==> config.mk <==
export PLATFORM = sky130hd
export DESIGN_NAME = mem_req_ctrl
export DESIGN_NICKNAME = d
export VERILOG_FILES = /design/src/rtl/mem_pkg.sv /design/src/rtl/mem_addr_dec.sv /design/src/rtl/mem_req_ctrl.sv
export SDC_FILE = /design/constraint.sdc
export NUM_CORES = 1
export LEC_CHECK = 0
export ABC_CLOCK_PERIOD_IN_PS = 1750
export BUFFER_PORTS_ARGS = -buffer_cell sky130_fd_sc_hd__buf_2
export CORE_UTILIZATION = 35
export CTS_CLUSTER_DIAMETER = 200
export DETAILED_ROUTE_END_ITERATION = 8
export GPL_TIMING_DRIVEN = 1
export PLACE_DENSITY = 0.69
export SLEW_MARGIN = 30
export SYNTH_ARGS = -nofsm -noshare
export SYNTH_HDL_FRONTEND = slang
export SYNTH_SLANG_ARGS = --single-unit
==> constraint.sdc <==
create_clock -name clk -period 1.75 [get_ports clk]
set_clock_uncertainty 0.1 [all_clocks]
set_input_delay 0.2625 -clock clk [delete_from_list [all_inputs] [get_ports clk]]
set_output_delay 0.2625 -clock clk [all_outputs]
set_load 0.02 [all_outputs]
==> src/rtl/mem_pkg.sv <==
// mem_pkg: definitions shared by the memory request controller and the latch array top.
//   - Default geometry: MEM_WORDS, MEM_AW, MEM_DW.
//   - Opcode encoding: OP_READ, OP_WRITE.
//   - Controller FSM state type (7 states, 3-bit encoding).
// Optional feature macro used by the controller: MEM_REQ_ADDR_CHECK_EN.
package mem_pkg;

    localparam int unsigned MEM_WORDS = 6;
    localparam int unsigned MEM_AW    = 3;
    localparam int unsigned MEM_DW    = 8;

    localparam logic OP_READ  = 1'b0;
    localparam logic OP_WRITE = 1'b1;

    typedef enum logic [2:0] {
        StIdle   = 3'd0,
        StWSetup = 3'd1,
        StWPulse = 3'd2,
        StWHold  = 3'd3,
        StRSel   = 3'd4,
        StRCapt  = 3'd5,
        StResp   = 3'd6
    } mem_state_e;

endpackage

==> src/rtl/mem_addr_dec.sv <==
// mem_addr_dec: combinational word-address to one-hot word-select decoder.
// Ports:
//   addr_i      in  AW     word address
//   sel_o       out WORDS  one-hot select; all zero when the address is out of range
//   in_range_o  out 1      address < WORDS
module mem_addr_dec
    import mem_pkg::*;
#(
    parameter int unsigned WORDS = MEM_WORDS,
    parameter int unsigned AW    = MEM_AW
) (
    input  logic [AW-1:0]    addr_i,
    output logic [WORDS-1:0] sel_o,
    output logic             in_range_o
);

    always_comb begin
        sel_o = '0;
        for (int unsigned i = 0; i < WORDS; i++) begin
            sel_o[i] = (32'(addr_i) == i);
        end
    end

    assign in_range_o = (32'(addr_i) < WORDS);

endmodule

==> src/rtl/mem_req_ctrl.sv <==
// mem_req_ctrl: request-side controller for the latch-based memory word array.
// Accepts one read or write per valid/ready handshake, drives a registered one-hot word
// select, and sequences the latch write enable through setup / pulse / hold phases so the
// transparent latches never see a glitching enable. Read data from the array is active-low
// and is inverted on capture.
// Ports:
//   clk, reset                 clock, synchronous active-high reset
//   req_valid/req_ready        request handshake; req_op (1=write), req_addr, req_wdata
//   resp_valid/resp_ready      response handshake; resp_rdata (0 for writes), resp_err
//   arr_sel, arr_we, arr_wdata registered array controls (latch enable = arr_we & arr_sel[i])
//   arr_rdata_n                per-word inverted array data, unselected words read all-ones
// Optional feature: define MEM_REQ_ADDR_CHECK_EN to answer out-of-range accesses
// immediately with resp_err=1; otherwise resp_err is tied low.
module mem_req_ctrl
    import mem_pkg::*;
#(
    parameter int unsigned WORDS = MEM_WORDS,
    parameter int unsigned AW    = MEM_AW,
    parameter int unsigned DW    = MEM_DW
) (
    input  logic                clk,
    input  logic                reset,
    input  logic                req_valid,
    output logic                req_ready,
    input  logic                req_op,
    input  logic [AW-1:0]       req_addr,
    input  logic [DW-1:0]       req_wdata,
    output logic                resp_valid,
    input  logic                resp_ready,
    output logic [DW-1:0]       resp_rdata,
    output logic                resp_err,
    output logic [WORDS-1:0]    arr_sel,
    output logic                arr_we,
    output logic [DW-1:0]       arr_wdata,
    input  logic [WORDS*DW-1:0] arr_rdata_n
);

    mem_state_e       state_q, state_d;
    logic [AW-1:0]    addr_q, addr_d;
    logic [WORDS-1:0] sel_q, sel_d;
    logic             we_q, we_d;
    logic [DW-1:0]    wdata_q, wdata_d;
    logic [DW-1:0]    rdata_q, rdata_d;
    logic             rvalid_q, rvalid_d;
`ifdef MEM_REQ_ADDR_CHECK_EN
    logic             err_q, err_d;
`endif

    logic [WORDS-1:0] dec_sel;
    logic             dec_in_range;
    logic             accept;
    logic [DW-1:0]    rd_word_n;

    mem_addr_dec #(
        .WORDS (WORDS),
        .AW    (AW)
    ) u_addr_dec (
        .addr_i     (req_addr),
        .sel_o      (dec_sel),
        .in_range_o (dec_in_range)
    );

    assign req_ready = (state_q == StIdle) && !reset;
    assign accept    = req_valid && req_ready;

    // Word mux on the registered address; an out-of-range address sees the idle all-ones
    // bus, which inverts to zero.
    always_comb begin
        rd_word_n = '1;
        for (int unsigned i = 0; i < WORDS; i++) begin
            if (32'(addr_q) == i) begin
                rd_word_n = arr_rdata_n[i*DW +: DW];
            end
        end
    end

    always_comb begin
        state_d  = state_q;
        addr_d   = addr_q;
        sel_d    = sel_q;
        we_d     = 1'b0;
        wdata_d  = wdata_q;
        rdata_d  = rdata_q;
        rvalid_d = rvalid_q;
`ifdef MEM_REQ_ADDR_CHECK_EN
        err_d    = err_q;
`endif
        case (state_q)
            StIdle: begin
                if (accept) begin
                    addr_d  = req_addr;
                    sel_d   = dec_in_range ? dec_sel : '0;
                    state_d = (req_op == OP_WRITE) ? StWSetup : StRSel;
                    wdata_d = (req_op == OP_WRITE) ? req_wdata : '0;
`ifdef MEM_REQ_ADDR_CHECK_EN
                    // Bad address: skip the array entirely and answer next cycle.
                    if (!dec_in_range) begin
                        state_d  = StResp;
                        sel_d    = '0;
                        wdata_d  = '0;
                        rdata_d  = '0;
                        rvalid_d = 1'b1;
                        err_d    = 1'b1;
                    end
`endif
                end
            end
            StWSetup: begin
                state_d = StWPulse;
                we_d    = 1'b1;
            end
            StWPulse: begin
                state_d = StWHold;
            end
            StWHold: begin
                state_d  = StResp;
                sel_d    = '0;
                wdata_d  = '0;
                rdata_d  = '0;
                rvalid_d = 1'b1;
            end
            StRSel: begin
                state_d = StRCapt;
            end
            StRCapt: begin
                state_d  = StResp;
                sel_d    = '0;
                rdata_d  = ~rd_word_n;
                rvalid_d = 1'b1;
            end
            StResp: begin
                if (resp_ready) begin
                    state_d  = StIdle;
                    rvalid_d = 1'b0;
                    rdata_d  = '0;
`ifdef MEM_REQ_ADDR_CHECK_EN
                    err_d    = 1'b0;
`endif
                end
            end
            default: begin
                state_d  = StIdle;
                sel_d    = '0;
                wdata_d  = '0;
                rdata_d  = '0;
                rvalid_d = 1'b0;
`ifdef MEM_REQ_ADDR_CHECK_EN
                err_d    = 1'b0;
`endif
            end
        endcase
    end

    always_ff @(posedge clk) begin
        if (reset) begin
            state_q  <= StIdle;
            addr_q   <= '0;
            sel_q    <= '0;
            we_q     <= 1'b0;
            wdata_q  <= '0;
            rdata_q  <= '0;
            rvalid_q <= 1'b0;
`ifdef MEM_REQ_ADDR_CHECK_EN
            err_q    <= 1'b0;
`endif
        end else begin
            state_q  <= state_d;
            addr_q   <= addr_d;
            sel_q    <= sel_d;
            we_q     <= we_d;
            wdata_q  <= wdata_d;
            rdata_q  <= rdata_d;
            rvalid_q <= rvalid_d;
`ifdef MEM_REQ_ADDR_CHECK_EN
            err_q    <= err_d;
`endif
        end
    end

    // All array controls come straight from flops so the latch enables cannot glitch.
    assign arr_sel    = sel_q;
    assign arr_we     = we_q;
    assign arr_wdata  = wdata_q;
    assign resp_valid = rvalid_q;
    assign resp_rdata = rdata_q;
`ifdef MEM_REQ_ADDR_CHECK_EN
    assign resp_err   = err_q;
`else
    assign resp_err   = 1'b0;
`endif

    // Write enable may only be high while the FSM sits in the pulse phase.
    a_we_only_in_pulse: assert property (@(posedge clk) disable iff (reset)
        we_q |-> (state_q == StWPulse));
    a_sel_onehot0: assert property (@(posedge clk) disable iff (reset)
        $onehot0(sel_q));

endmodule

# Word-level counts from Yosys, hierarchy flattened
# Index checks and enable logic that the tools add are counted.
[word_totals]
latchBits = 0
input_bits = 64
mem_bits_rw = 0
out_inout_bits = 26
rom_bits = 0
mem_count = 0
reg_bits = 30
wordCells = 66
[classes]
bitwise = 4
magnitude_cmp = 1
addsub = 0
div_mod_pow = 0
n_shift = 0
n_reduce_logical = 15
n_mux = 21
eq_ne = 18
mul = 0
[ops]
columns = ["operator", "count"]
rows = [
  ["2-to-1 mux 8 bit", 9],
  ["one-hot mux 8 bit (3 select lines)", 1],
  ["equality test 3 bit (second input constant)", 7],
  ["equality test 3 x 2 -> 1 bit (second input constant)", 6],
  ["one-hot mux 3 bit (6 select lines)", 1],
  ["one-hot mux 8 bit (2 select lines)", 1],
  ["2-to-1 mux 6 bit", 2],
  ["one-hot mux 6 bit (2 select lines)", 1],
  ["AND reduction 2 bit", 5],
  ["equality test 3 x 1 -> 1 bit (second input constant)", 3],
  ["zero test 3 bit", 3],
  ["2-to-1 mux 3 bit", 3],
  ["NOT 8 bit", 1],
  ["OR reduction 4 bit", 2],
  ["OR reduction 5 bit", 1],
  ["inequality test 2 bit (second input constant)", 2],
  ["< comparator 3 bit (second input constant)", 1],
  ["NOT 1 bit", 3],
  ["one-hot mux 1 bit (3 select lines)", 1],
  ["logical AND 1 bit", 2],
  ["2-to-1 mux 1 bit", 2],
  ["OR reduction 2 bit", 1],
  ["zero test 1 bit", 1],
]

# Longest topological paths before layout
[logic_depth]
depth_word = 9
mapped_depth = 6
ltp_nobuf = 4

# By module
# From an unflattened synthesis, not the netlist that was laid out.
[unflattened]
cells_unflattened = 203
area_unflattened_um2 = 1666.6
[by_module_without_submodules]
columns = ["mod", "seq_area_each_um2", "area_per_inst_um2", "instances", "cells_per_inst"]
rows = [
  ["mem_req_ctrl", 600.6, 1615.3, 1, 196],
  ["mem_addr_dec", 0.0, 51.3, 1, 7],
]

# Worst setup path before layout
# Ideal clock, no wire load.
[synth_timing]
kind = "register to register"
from = "register state_q[2]"
to = "register sel_q[3] (netlist: arr_sel[3])"
arrival_time_ps = 1534
period_less_slack_ps = 1701
t_required_ps = 1583
path_buffers = 1
setup_time_ps = 67
path_stages_with_launch = 6
setup_slack_ps = 49
path_cell_list = "dfxtp_1 buf_6 or3_1 or3_1 a211o_1 a21oi_2"
[synth_via]
elab_chain_cells = 5
word_cells_on_any_way = 12
classes_between = "eq/ne (5); mux (1); bitwise (1); reduce/logical (5)"
[synth_rtl]
columns = ["element", "line", "rtl"]
rows = [
  ["start, declared", "mem_req_ctrl.sv:38", "mem_state_e state_q, state_d;"],
  ["start signal, assigned", "mem_req_ctrl.sv:156", "state_q <= StIdle;"],
  ["start signal, assigned", "mem_req_ctrl.sv:167", "state_q <= state_d;"],
  ["zero test 3 bit", "mem_req_ctrl.sv:63, mem_req_ctrl.sv:88", ""],
  ["logical AND 1 bit", "mem_req_ctrl.sv:63", "assign req_ready = (state_q == StIdle) && !reset;"],
  ["logical AND 1 bit", "mem_req_ctrl.sv:64", "assign accept = req_valid && req_ready;"],
  ["inequality test 2 bit (no line)", "-", ""],
  ["AND reduction 2 bit (no line)", "-", ""],
  ["end signal, assigned", "mem_req_ctrl.sv:169", "sel_q <= sel_d;"],
  ["end, declared", "mem_req_ctrl.sv:40", "logic [WORDS-1:0] sel_q, sel_d;"],
]
# Parallel ways exist; a longest one is shown, timed or not.
# A chain may end at the register's enable or synchronous reset.

# Worst setup path in the final report
[layout_timing]
from = "register state_q[0]"
to = "register sel_q[2] (netlist: arr_sel[2])"
# The elaborated chain is that of the path after synthesis.

==> results.md <==
- The flow ran to the end, and the final reports show no timing, DRC or antenna violations.
- In this run the remaining antenna-violating nets after routing total 0.
- The commonest cells after synthesis are sky130_fd_sc_hd__dfxtp_1 (30), sky130_fd_sc_hd__nand2_1 (18), sky130_fd_sc_hd__a21oi_1 (16).
- The number of distinct library cell variants in the gate-level netlist after synthesis is 41.
- The clock root buffer is sky130_fd_sc_hd__clkbuf_8.
- Using the TritonRoute via totals, the vias-per-cell ratio works out to 5.19.
- STA classifies the critical path endpoint as a flip-flop.
- The final hold violation count is 0.
- The post-route standard cell area excluding fillers is 2250 um^2.
- In the post-synthesis netlist, the biggest area contributors are sky130_fd_sc_hd__dfxtp_1 (39%), sky130_fd_sc_hd__a21oi_1 (5.1%), sky130_fd_sc_hd__nand2_1 (4.3%).
- The average instance in the mapped netlist occupies 8.55 um^2.
- Setup violations remaining at the end of the flow were counted as 0.
- The floorplan step defined a die boundary enclosing 4720 um^2.
- The required time of the critical path is 1.87 ns.
- The total routed wirelength is 4340 um.
- Walking the worst path, the cells encountered are or3_4 -> or3_1 -> a211o_1 -> a21oi_2.
- The static leakage is 1.06 nW.
- In the finished design, the share of the clock period the worst path needs comes to 0.964.
- In this run the worst path has a maximum fanout of 4.
- Across all hold checks on the routed design, the worst slack comes to 0.128 ns.
- The worst hold path terminates at arr_wdata[1].
- Dividing the detail-routed wire length by the instance count gives 13.1 um.
- Measured along the x axis, the die boundary spans 68.7 um.
- The total power is 1.98 mW.
- For the pin with the worst max-slew slack, the measured transition is 0.519 ns.
- The area growth from synthesis to final layout is 44.5%.
- The worst hold path belongs to the class in2reg.
- Counting both buffers and inverters, the worst setup path holds a total of 0.
- Max-cap violations in this run came to 0.
- The number of standard cells after synthesis is 182.
- The most common cell in the synthesized netlist is sky130_fd_sc_hd__dfxtp_1.
- The relative max-transition margin is 0.654.
- 90 I/O pins were placed.
- The number of pins with negative max-slew slack in the final report is 0.
- The number of placement rows is 23.
- Across the VDD grid, the largest voltage drop is 0.511 mV.
- sky130_fd_sc_hd__dfxtp_1 takes more of the synthesized area than any other cell.
- After clock tree synthesis, the clock-pin slew on the worst setup and hold paths is 0.07 ns.
- For the final routed database, the setup TNS stands at 0 ns.
- The critical setup path kind is reg2reg.
- In this run the deepest clock path goes through 2 buffers.
- For this run, asynchronously set or reset flops after synthesis account for 0.
- Detailed placement finished with a half-perimeter wire length of 3380 um.
- The routability-driven placement congestion ratio is 0.831.
- The quantity of I/O buffers inserted on ports is 88.
- The number of iterations in the first detailed-routing pass is 4.
- Entering global routing, the biggest net connects 20 pins.
- The category of cells accounting for the largest share of critical-path delay is simple AND/OR/NAND/NOR gates.
- At the end of the flow, the number of nets in the layout was 344.
- The cell count after placement is 323.
- The number of clock sinks is 30.
- Buffers inserted to repair hold after CTS numbered 0.
- The clock reaches the later pin of the worst-skew pair after 0.28 ns.
- The total overflow reported by the global router is 0.
- The starting DRC count in detailed routing is 51.
- The endpoint arrival time on the critical path is 1.81 ns.
- The die extent in y is 68.7 um.
- The highest clock frequency the design can meet is 0.593 GHz.
- The worst register-to-register path has a depth of 4.
- The commonest register cell after synthesis is sky130_fd_sc_hd__dfxtp_1.
- The element type at the critical path start is a flip-flop.
- The largest single stage delay on the critical path is 0.42 ns.
- Summing all placed instances gives a cell area of 2110 um^2.
- The hold-critical path depth is 3.
- The number of nets handed over by synthesis was 246.
- The cell area that synthesis handed to floorplanning was 1560 um^2.
- The starting density of the core is 0.376.
- For this run, the total global-route usage over all layers was measured as 0.186.
- The number of antenna diodes in the final layout is 0.
- The core region is 4140 um^2.
- TritonCTS built the clock tree.
- The worst min-delay path startpoint is req_wdata[1].
- Yosys printed 0 warnings.
- The number of clock buffers added by TritonCTS is 5.
- The via count of the first global-routing pass is 1545.
- The destination of the worst register-to-register timing path is arr_sel[2].
- The maximum level of the CTS H-tree is 2.
- For flop-to-flop paths, the worst setup slack is 0.06 ns.
- The flip-flop and latch count after synthesis is 30.
- On the critical path, the stage with the largest delay is an instance of sky130_fd_sc_hd__or3_4.
- Of the post-synthesis cell area, the dominant cell type holds 0.386.
- The overall via count from detail_route is 1717.
- The fraction of layout cells with a size suffix above 1 is 0.456.
- The first-pass GRT wire length is 6560 um.
- Dividing total power by cell area gives a power density of 881 nW/um^2.
- The final period demand of the worst path is 1.69 ns.
- The number of synthesized flops with an enable pin is 0.
- For this run, design rule violations remaining after detail routing come to 0.
- The number of antenna violations at the first check in global routing came to 0.
- The share of the Yosys chip area taken by registers is 0.386.
- The finished layout holds 331 standard cells, fillers aside.
- Setup repair after global routing left no endpoint under its margin.
- In this run the critical register-to-register path is launched from state_q[0].
==> metal layers <==
layer  GRT usage  part of all wire
met2       0.333              0.47
met1       0.212              0.43
met3      0.0609             0.094
met4      0.0469            0.0023
met5           0                 0
==> cells in the final DEF (no fill, tap or decap), drive strengths merged, types with 3 or more instances in the layout <==
cell,count
a32o,6
nor2,13
mux4,3
a21o,7
nand3,13
nor3,3
inv,7
mux2,5
buf,104
dfxtp,30
clkbuf,5
o221ai,4
o21ai,8
a22oi,7
nand2,18
a22o,3
a21oi,18
==> state kept, by name (all words and copies together) (netlist names) <==
register,cells
arr_wdata,8
resp_rdata,8
arr_sel,6
addr_q,3
state_q,3
arr_we,1
resp_valid,1
==> through the flow <==
step	util	setup WS [ns]
6_report	0.543	0.0633
5_1_grt	0.543	0.0301
4_1_cts	0.542	0.00587
3_5_place_dp	0.510	0.0621
3_3_place_gp	0.510	0.0986
2_1_floorplan	-	0.0491
==> area by class of cell <==
type,instances,area [um^2]
Fill cell,429,1900
Multi-Input combinational cell,132,875
Sequential cell,30,604
Timing Repair Buffer,104,567
Clock buffer,5,68.8
Tap cell,50,62.6
Clock inverter,3,45.0
Inverter,7,26.3
==> tightest hold or removal path, stage by stage <==
cell and delay (ns):
sky130_fd_sc_hd__buf_2 0.09, sky130_fd_sc_hd__nand3_1 0.05, sky130_fd_sc_hd__a21oi_1 0.06
==> repair_timing <==
item / in CTS / in global routing
pin swaps: 1 / 0
setup buffers: 1 / 0
setup endpoints to repair: 1 / 1
endpoints found under the hold margin: 0 / 0
resized for setup: 4 / 3
==> worst max-delay path by stage <==
stage,startpoint,endpoint,slack [ns],cells after the start
2_1_floorplan,state_q[2],arr_sel[3],0.05,5
3_3_place_gp,req_valid,arr_sel[3],0.1,5
3_5_place_dp,req_valid,arr_sel[3],0.06,5
4_1_cts,state_q[0],req_ready,0.006,4
5_1_grt,addr_q[2],resp_rdata[7],0.03,4
6_report,state_q[0],arr_sel[2],0.06,4
==> report_power, final <==
part           total [mW]  internal (mW)  switching [mW]
Combinational       0.519          0.250           0.268
Clock               0.701          0.423           0.278
Sequential          0.761          0.723          0.0378
Total                1.98           1.40           0.584
==> cells by family (layout without fill, tap and decap cells) <==
| family | Yosys count | after routing | synth area share |
|---|---|---|---|
| DFF | 30 | 30 | 0.386 |
| muxes | 9 | 9 | 0.0860 |
| buffers and inverters | 20 | 119 | 0.0603 |
| and+or+nand+nor | 59 | 59 | 0.178 |
| AOI/OAI and AO/OA | 63 | 63 | 0.287 |
| other | 1 | 1 | 0.00241 |
Power figures use the tool's default switching activity.
